$ cat src/rtl/axis_msg_len_meter.sv
// Passive AXI-Stream message length meter.
// Sums tkeep popcount over every beat of a message, saturating at the
// accumulator width, and queues each finished length (with a clamp flag)
// into a show-ahead result FIFO. Status registers track the most recent
// length, whether a message is open, and message and drop counts.
module axis_msg_len_meter #(
    parameter int unsigned TKEEP_WIDTH    = 8,
    parameter int unsigned NUM_COUNT_BITS = 16,
    parameter int unsigned FIFO_DEPTH     = 4,
    parameter int unsigned MSG_CNT_BITS   = 32,
    parameter int unsigned DROP_CNT_BITS  = 16
) (
    input  logic                      clk,
    input  logic                      rst,
    input  logic                      clr,
    input  logic                      s_tvalid,
    input  logic                      s_tready,
    input  logic                      s_tlast,
    input  logic [TKEEP_WIDTH-1:0]    s_tkeep,
    output logic                      m_len_valid,
    input  logic                      m_len_ready,
    output logic [NUM_COUNT_BITS-1:0] m_len,
    output logic                      m_len_sat,
    output logic [NUM_COUNT_BITS-1:0] last_len,
    output logic                      in_msg,
    output logic [MSG_CNT_BITS-1:0]   msg_count,
    output logic [DROP_CNT_BITS-1:0]  drop_count
);

    localparam int unsigned BYTE_W = $clog2(TKEEP_WIDTH + 1);
    localparam int unsigned SUM_W  = ((NUM_COUNT_BITS > BYTE_W) ? NUM_COUNT_BITS : BYTE_W) + 1;
    localparam int unsigned PTR_W  = $clog2(FIFO_DEPTH);
    localparam int unsigned OCC_W  = $clog2(FIFO_DEPTH + 1);
    localparam int unsigned ENT_W  = NUM_COUNT_BITS + 1;

    localparam logic [SUM_W-1:0] MAX_SUM = {{(SUM_W - NUM_COUNT_BITS){1'b0}}, {NUM_COUNT_BITS{1'b1}}};

    // Accumulator and FIFO state.
    logic [NUM_COUNT_BITS-1:0] acc;
    logic                      sat_acc;
    logic [ENT_W-1:0]          mem [FIFO_DEPTH];
    logic [PTR_W-1:0]          wr_ptr;
    logic [PTR_W-1:0]          rd_ptr;
    logic [OCC_W-1:0]          occ;

    // Next-state terms.
    logic                      beat;
    logic [BYTE_W-1:0]         beat_bytes;
    logic [SUM_W-1:0]          sum;
    logic                      sum_sat;
    logic [NUM_COUNT_BITS-1:0] sum_len;
    logic                      res_sat;
    logic [ENT_W-1:0]          res_entry;
    logic                      push;
    logic                      pop;
    logic                      full;
    logic                      push_ok;
    logic                      drop;
    logic [PTR_W-1:0]          rd_next;
    logic [PTR_W-1:0]          wr_next;
    logic [OCC_W-1:0]          occ_after_pop;
    logic [OCC_W-1:0]          occ_next;
    logic [ENT_W-1:0]          head_next;

    // Beat decode, saturating sum and FIFO bookkeeping for the coming edge.
    always_comb begin
        beat       = s_tvalid & s_tready;
        beat_bytes = '0;
        for (int unsigned i = 0; i < TKEEP_WIDTH; i++) begin
            beat_bytes = beat_bytes + BYTE_W'(s_tkeep[i]);
        end
        sum       = SUM_W'(acc) + SUM_W'(beat_bytes);
        sum_sat   = (sum > MAX_SUM);
        sum_len   = sum_sat ? {NUM_COUNT_BITS{1'b1}} : sum[NUM_COUNT_BITS-1:0];
        res_sat   = sat_acc | sum_sat;
        res_entry = {res_sat, sum_len};

        push    = beat & s_tlast;
        pop     = m_len_valid & m_len_ready;
        full    = (occ == OCC_W'(FIFO_DEPTH));
        push_ok = push & (~full | pop);
        drop    = push & full & ~pop;

        rd_next       = pop     ? rd_ptr + PTR_W'(1) : rd_ptr;
        wr_next       = push_ok ? wr_ptr + PTR_W'(1) : wr_ptr;
        occ_after_pop = occ - OCC_W'(pop);
        occ_next      = occ_after_pop + OCC_W'(push_ok);

        // Head after the edge: the pushed entry if nothing older remains,
        // otherwise the stored entry; an empty FIFO keeps the last value shown.
        head_next = {m_len_sat, m_len};
        if (occ_next != '0) begin
            if (push_ok && (occ_after_pop == '0)) begin
                head_next = res_entry;
            end else begin
                head_next = mem[rd_next];
            end
        end
    end

    // Result storage; contents are only meaningful under the occupancy count.
    always_ff @(posedge clk) begin
        if (push_ok && !clr) begin
            mem[wr_ptr] <= res_entry;
        end
    end

    // Accumulator, FIFO pointers, registered outputs and status counters.
    always_ff @(posedge clk or negedge rst) begin
        if (!rst) begin
            acc         <= '0;
            sat_acc     <= 1'b0;
            wr_ptr      <= '0;
            rd_ptr      <= '0;
            occ         <= '0;
            m_len_valid <= 1'b0;
            m_len       <= '0;
            m_len_sat   <= 1'b0;
            last_len    <= '0;
            in_msg      <= 1'b0;
            msg_count   <= '0;
            drop_count  <= '0;
        end else if (clr) begin
            acc         <= '0;
            sat_acc     <= 1'b0;
            wr_ptr      <= '0;
            rd_ptr      <= '0;
            occ         <= '0;
            m_len_valid <= 1'b0;
            m_len       <= '0;
            m_len_sat   <= 1'b0;
            last_len    <= '0;
            in_msg      <= 1'b0;
            msg_count   <= '0;
            drop_count  <= '0;
        end else begin
            if (beat) begin
                if (s_tlast) begin
                    acc       <= '0;
                    sat_acc   <= 1'b0;
                    in_msg    <= 1'b0;
                    last_len  <= sum_len;
                    msg_count <= msg_count + MSG_CNT_BITS'(1);
                end else begin
                    acc     <= sum_len;
                    sat_acc <= res_sat;
                    in_msg  <= 1'b1;
                end
            end
            if (drop && (drop_count != {DROP_CNT_BITS{1'b1}})) begin
                drop_count <= drop_count + DROP_CNT_BITS'(1);
            end
            wr_ptr      <= wr_next;
            rd_ptr      <= rd_next;
            occ         <= occ_next;
            m_len_valid <= (occ_next != '0);
            m_len       <= head_next[NUM_COUNT_BITS-1:0];
            m_len_sat   <= head_next[NUM_COUNT_BITS];
        end
    end

endmodule

$ cat config.mk
export PLATFORM = sky130hd
export DESIGN_NAME = axis_msg_len_meter
export DESIGN_NICKNAME = d
export VERILOG_FILES = /design/src/rtl/axis_msg_len_meter.sv
export SDC_FILE = /design/constraint.sdc
export NUM_CORES = 1
export LEC_CHECK = 0
export ABC_AREA = 0
export CORE_MARGIN = 2
export CORE_UTILIZATION = 45
export DETAILED_ROUTE_END_ITERATION = 8
export GPL_TIMING_DRIVEN = 0
export PLACE_DENSITY = 0.66
export SYNTH_ARGS = -nofsm -noshare
export SYNTH_HDL_FRONTEND = slang
export SYNTH_SLANG_ARGS = --single-unit
$ cat constraint.sdc
create_clock -name clk -period 4.9 [get_ports clk]
set_input_delay 0.49 -clock clk [delete_from_list [all_inputs] [get_ports clk]]
set_output_delay 0.49 -clock clk [all_outputs]
set_load 0.01 [all_outputs]
**Yosys cells after proc, flatten, opt, wreduce, memory -nomap -nowiden**

Memory sizes are Yosys's and may differ from the RTL's.
Cells that the tools add are included.

- Add/subtract/negate cells: 14
- $mul: 0
- Divide/modulo/power cells: 0
- Order comparisons: 1
- Eq/ne operators: 2
- Shift-type cells: 0
- Multiplexer cells: 30
- Bitwise operators: 10
- Reduce and logical (&&, ||, !) cells: 12

Operators by type and width:

| operator | count |
|---|---|
| two-way mux 16 bit | 10 |
| two-way mux 32 bit | 3 |
| two-way mux 17 bit | 2 |
| adder 32 x 1 -> 32 bit (second input constant) | 1 |
| adder 16 x 4 -> 17 bit | 1 |
| > comparator 17 x 16 -> 1 bit (second input constant) | 1 |
| adder 16 x 1 -> 16 bit (second input constant) | 1 |
| adder 4 x 1 -> 4 bit | 4 |
| inequality test 16 bit (second input constant) | 1 |
| two-way mux 1 bit | 10 |
| nonzero test 2 bit | 5 |
| two-way mux 2 bit | 4 |
| AND 1 bit | 6 |
| adder 2 x 1 -> 2 bit (second input constant) | 2 |
| adder 3 x 1 -> 4 bit | 1 |
| adder 2 x 1 -> 3 bit | 1 |
| adder 3 x 1 -> 3 bit | 1 |
| equality test 3 bit (second input constant) | 1 |
| logical AND 1 bit | 3 |
| logical NOT 3 bit | 1 |
| two-way mux 3 bit | 1 |
| nonzero test 3 bit | 1 |
| subtractor 3 x 1 -> 3 bit | 1 |
| adder 1 x 1 -> 2 bit | 1 |
| 4 further kinds | 6 |

- Register bits after elaboration: 107
- Bits in latches: 0
- Memory bits (writable): 68
- Bits in read-only memories: 0
- Input bits: 15
- Output and inout bits: 83
- Logic and storage cells: 82
- Memories kept: 1

Memory list:

| name | words | bits a word | read ports | clocked after memory_dff | wr ports | RTL line | source |
|---|---|---|---|---|---|---|---|
| mem | 4 | 17 | 1 | 0 | 1 | 41 | `logic [ENT_W-1:0] mem [FIFO_DEPTH];` |

**Depth between registers and ports, before layout**

- Word-level depth: 13
- Mapped depth: 15
- Depth with buffers taken out: 13

**Worst setup path after synthesis**

No wires, ideal clock.

- Kind: input port to flip-flop
- Start point: input port s_tkeep[0]
- End point: register m_len[14]
- Setup time: 0.121 ns
- Arrival: 3.985 ns
- Data required time: 4.779 ns
- Slack: 0.794 ns
- Stages on the path: 12
- Path buffers: 0
- Cell sequence: fa_1 > inv_1 > fa_1 > fa_1 > fa_1 > fa_1 > and2b_1 > o221ai_2 > nor3_1 > mux2_2 > a32oi_1 > nand2_1

- Cells in the longest elaborated chain, start to end: 13

RTL lines:

| what | RTL line | source |
|---|---|---|
| from (decl) | 19 | `input logic [TKEEP_WIDTH-1:0] s_tkeep,` |
| adder 1 x 1 -> 2 bit (*) | 70 | `beat_bytes = beat_bytes + BYTE_W'(s_tkeep[i]);` |
| adder 2 x 1 -> 3 bit (*) | 70 |  |
| adder 3 x 1 -> 4 bit (*) | 70 |  |
| adder 4 x 1 -> 4 bit (*) (4 in a row) | 70 |  |
| adder 16 x 4 -> 17 bit (*) | 72 | `sum = SUM_W'(acc) + SUM_W'(beat_bytes);` |
| > comparator 17 x 16 -> 1 bit | 73 | `sum_sat = (sum > MAX_SUM);` |
| two-way mux 16 bit (*) | 74 | `sum_len = sum_sat ? {NUM_COUNT_BITS{1'b1}} : sum[NUM_COUNT_BITS-1:0];` |
| via sum_len[14] | 51 | `logic [NUM_COUNT_BITS-1:0] sum_len;` |
| two-way mux 17 bit (*) | 93 | `if (push_ok && (occ_after_pop == '0)) begin` |
| two-way mux 17 bit (*) | 92 | `if (occ_next != '0) begin` |
| two-way mux 16 bit (*) | 123 | `end else if (clr) begin` |
| to (signal assigned) | 157 | `m_len <= head_next[NUM_COUNT_BITS-1:0];` |
| to (decl) | 22 | `output logic [NUM_COUNT_BITS-1:0] m_len,` |

Mark *: on every way through the listed nets, which the timed path passes. The rest lies on a longest branch. The select of a mux whose other input is x is not followed.
A chain may end at the register's enable or synchronous reset.

**Worst setup path after layout**

- Start point: input port s_tkeep[0]
- End point: register last_len[10]

- Cells in the longest elaborated chain, start to end: 13

RTL lines:

| what | RTL line | source |
|---|---|---|
| adder 1 x 1 -> 2 bit (*) | 70 |  |
| adder 2 x 1 -> 3 bit (*) | 70 |  |
| adder 3 x 1 -> 4 bit (*) | 70 |  |
| adder 4 x 1 -> 4 bit (*) (4 in a row) | 70 |  |
| adder 16 x 4 -> 17 bit (*) | 72 |  |
| > comparator 17 x 16 -> 1 bit | 73 |  |
| two-way mux 16 bit (*) | 74 |  |
| via sum_len[10] | 51 |  |
| two-way mux 16 bit (*) | 138 | `if (s_tlast) begin` |
| two-way mux 16 bit (*) | 137 | `if (beat) begin` |
| two-way mux 16 bit (*) | 123 |  |
| to (signal assigned) | 142 | `last_len <= sum_len;` |
| to (decl) | 24 | `output logic [NUM_COUNT_BITS-1:0] last_len,` |

Marks and branches as above.

==> flow_summary.ini <==
[status]
status = complete, no violations

[logic_synthesis]
synth_edf_count = 68
synth_cells = 774
synth_cell_types = 62
yosysWarnings = 0
syn_area_mm2 = 0.00855
ys_async_sr_fraction = 0.611
synth_top_area_share = 0.313
ys_seq_area_frac = 0.552
ys.flop_type = dfrtp_1
synth_area_leader_cell = dfrtp_1
synth_seq_cells = 175
syn_area_per_cell_um2 = 11.0
synth_nets = 810
synth.area.top_cells = dfrtp_1 (31%), edfxtp_1 (24%), xor2_1 (3.7%)

[clocking]
cts_root_buf = clkbuf_16
cts_buffers = 17
clkLatencyLatePin_ns = 0.43
htree_levels = 4
cts.sinks = 175
clk_pin_slew_ns = 0.06
cts_tree = yes
cts_buffer_depth = 2

[detailed_routing]
drc = 0
vias_per_cell = 5.62
dr.pass1.iters = 5
drt-initial-drc-count = 588
detail-route-antenna-nets = 0
post_drt_wl_per_cell_um = 18.4
vias = 6392
wl_mm = 20.9

[sta]
post-route-period-util = 0.941
rsz0062_at_grt = no
whs_ns = 0.379
max_freq_mhz = 217
hold_viol_final = 0
slew_headroom = 0.219
min_period_ns = 4.61
setup_violations = 0
tightest_slew_ns = 1.16
finalSetupTns_ns = 0
finClkSkew_ns = 0.00851
drv_slew = 0

[floorplan]
start_util = 0.459
rows = 50
core-area_mm2 = 0.0186
io_pins = 98
dieArea_mm2 = 0.0201
dieHeight_um = 142
dieWidth_um = 142

[worst_setup_path]
arrival_ns = 4.96
cpPeakStageDelay_ns = 0.65
critPathLaunchType = input pin
startpoint = s_tkeep[0]
r2r_start = m_len_valid
critical_path_peak_fanout = 8
critPathKind = in2reg
crit_chain = clkdlybuf4s50_1 -> fa_1 -> inv_1 -> fa_1 -> fa_1 -> fa_1 -> fa_1 -> and2b_1 -> o221ai_2 -> nor2_1 -> mux2i_1 -> nand2_1 -> a21oi_1
endpoint_kind = flip-flop
critPathSlowestCell = mux2i_1
required_ns = 5.26
reg2reg_slack_ns = 0.94
worst_path_most_repeated_cell = fa_1

[layout]
final_util = 0.560
drive_gt1_frac = 0.0929
seq_area_mm2 = 0.00472
n_antenna_cell = 0
multi_input_area_mm2 = 0.00354
final_nets = 927
area_growth_pct = 22.0
fillerInstances = 1630

[placement]
gp_congestion = 0.864
hpwl_mm = 14.4
portBuffers = 96

[run]
maxCapViolations = 0

[power]
max-vdd-ir-drop_v = 0.000269
power.density_mw_per_mm2 = 369
power.total_mw = 3.85
p_leak_nw = 4.15

[global_routing]
grt_pass1_wl_mm = 34.2
antenna_found_initial = 0
overflow = 0
track_usage = 0.218
grt_pass1_vias = 6397
grt_max_degree = 71

[min_path]
hold_path.class = in2reg
min-delay-start = clr
[logic make-up after synthesis]
group                      Yosys count  share of synthesized area
DFF                                175                      0.552
xor gates and xnor gates            54                     0.0553
AOI/OAI and AO/OA                  149                      0.124
buffers and inverters               71                     0.0344
and+or+nand+nor                    281                      0.168
muxes                               23                     0.0303
adders and majority gates           21                     0.0351
[through the flow]
stage | cell area (um2) | worst slack, ns | cells
detailed placement | 9830 | -0.130 | 1105
floorplan | 8550 | 0.794 | 774
finish | 10400 | 0.291 | 1138
global placement | 9800 | -1.10 | 1104
CTS | 10400 | 0.290 | 1138
global route | 10400 | 0.0464 | 1138
[what timing repair did]
| item | in CTS | in global routing |
|---|---|---|
| gates resized for setup | 0 | 0 |
| hold endpoints to repair | 34 | 0 |
| hold buffers | 1 | 0 |
| buffers inserted | 0 | 0 |
[worst max-delay path: cells and delay by family]
family          cells  cell delay, ns
buf+inv             2            0.48
compound gates      2            0.38
simple gates        3            0.64
mux                 1            0.65
fa+ha+maj           5            2.31
[cells in the mapped netlist, drive strengths merged (2+ instances only)]
| cell | instances |
|---|---|
| a221o | 6 |
| and3 | 20 |
| buf | 19 |
| dfrtp | 107 |
| fa | 5 |
| and4 | 7 |
| nand4 | 15 |
| mux2i | 3 |
| nand3b | 2 |
| o22ai | 17 |
| xnor2 | 18 |
| clkbuf | 26 |
| inv | 26 |
| and2b | 2 |
| a311oi | 6 |
| ha | 16 |
| nor3b | 17 |
| and2 | 6 |
| a21o | 2 |
| o21ai | 43 |
| a21oi | 17 |
| nor2 | 75 |
| nand2 | 71 |
| a32oi | 11 |
| or3 | 4 |
| nor2b | 6 |
| xor2 | 36 |
| nor3 | 26 |
| o221ai | 18 |
| nand3 | 20 |
| mux2 | 20 |
| o211ai | 2 |
| nor4 | 3 |
| a22o | 15 |
| nand2b | 5 |
| o31ai | 4 |
| edfxtp | 68 |
[layout make-up]
| class | count | share of cell area |
|---|---|---|
| sequential | 175 | 0.452 |
| tap | 234 | 0.0281 |
| timing repair buffer | 98 | 0.0958 |
| buffer | 45 | 0.0188 |
| clock buffer | 25 | 0.0521 |
| inverter | 26 | 0.00936 |
| multi-input combinational | 528 | 0.339 |
| clock inverter | 7 | 0.00444 |
[state kept, by name, indices dropped and copies added, names as in the netlist]
name         cells
last_len        16
m_len_valid      1
rd_ptr           2
mem             68
drop_count      16
occ              3
wr_ptr           2
msg_count       32
acc             16
m_len           16
m_len_sat        1
in_msg           1
sat_acc          1
[routing by layer]
metal  vias up  routed length (um)  global-route usage
li1       3059                   -                   -
met1      3121                9750               0.306
met2       191                9650               0.342
met3        21                1260              0.0408
met4         0                 275              0.0737
met5         -                   0                   0
[worst paths after layout]
check	to	cells past startpoint
min reg2reg	m_len[15]	2
max in group asynchronous	occ[0]	3
min	m_len_valid	2
max reg2reg	m_len[2]	14
max	last_len[10]	13
min in group asynchronous	last_len[4]	2
[where the power goes]
part           internal (mW)  switching (mW)  total [mW]
Sequential              1.62          0.0495        1.67
Combinational          0.341           0.507       0.848
Clock                  0.772           0.560        1.33
[cells in the final DEF, fill, tap and decap left out, drive strengths merged, types with 3 or more instances in the layout]
cell type / n
nand2b: 5
mux2: 20
nor2b: 6
o31ai: 4
nor4: 3
clkbuf: 51
nand3: 20
inv: 27
a221o: 6
nor3b: 17
xnor2: 18
xor2: 36
and3: 20
a22o: 15
a311oi: 6
ha: 16
edfxtp: 68
nor2: 75
clkdlybuf4s50: 95
nor3: 26
o22ai: 17
nand4: 15
buf: 21
o221ai: 18
a32oi: 11
nand2: 71
dfrtp: 107
and4: 7
and2: 6
clkinv: 5
o21ai: 43
a21oi: 17
fa: 5
or3: 4
mux2i: 3
Power figures use the tool's default switching activity.
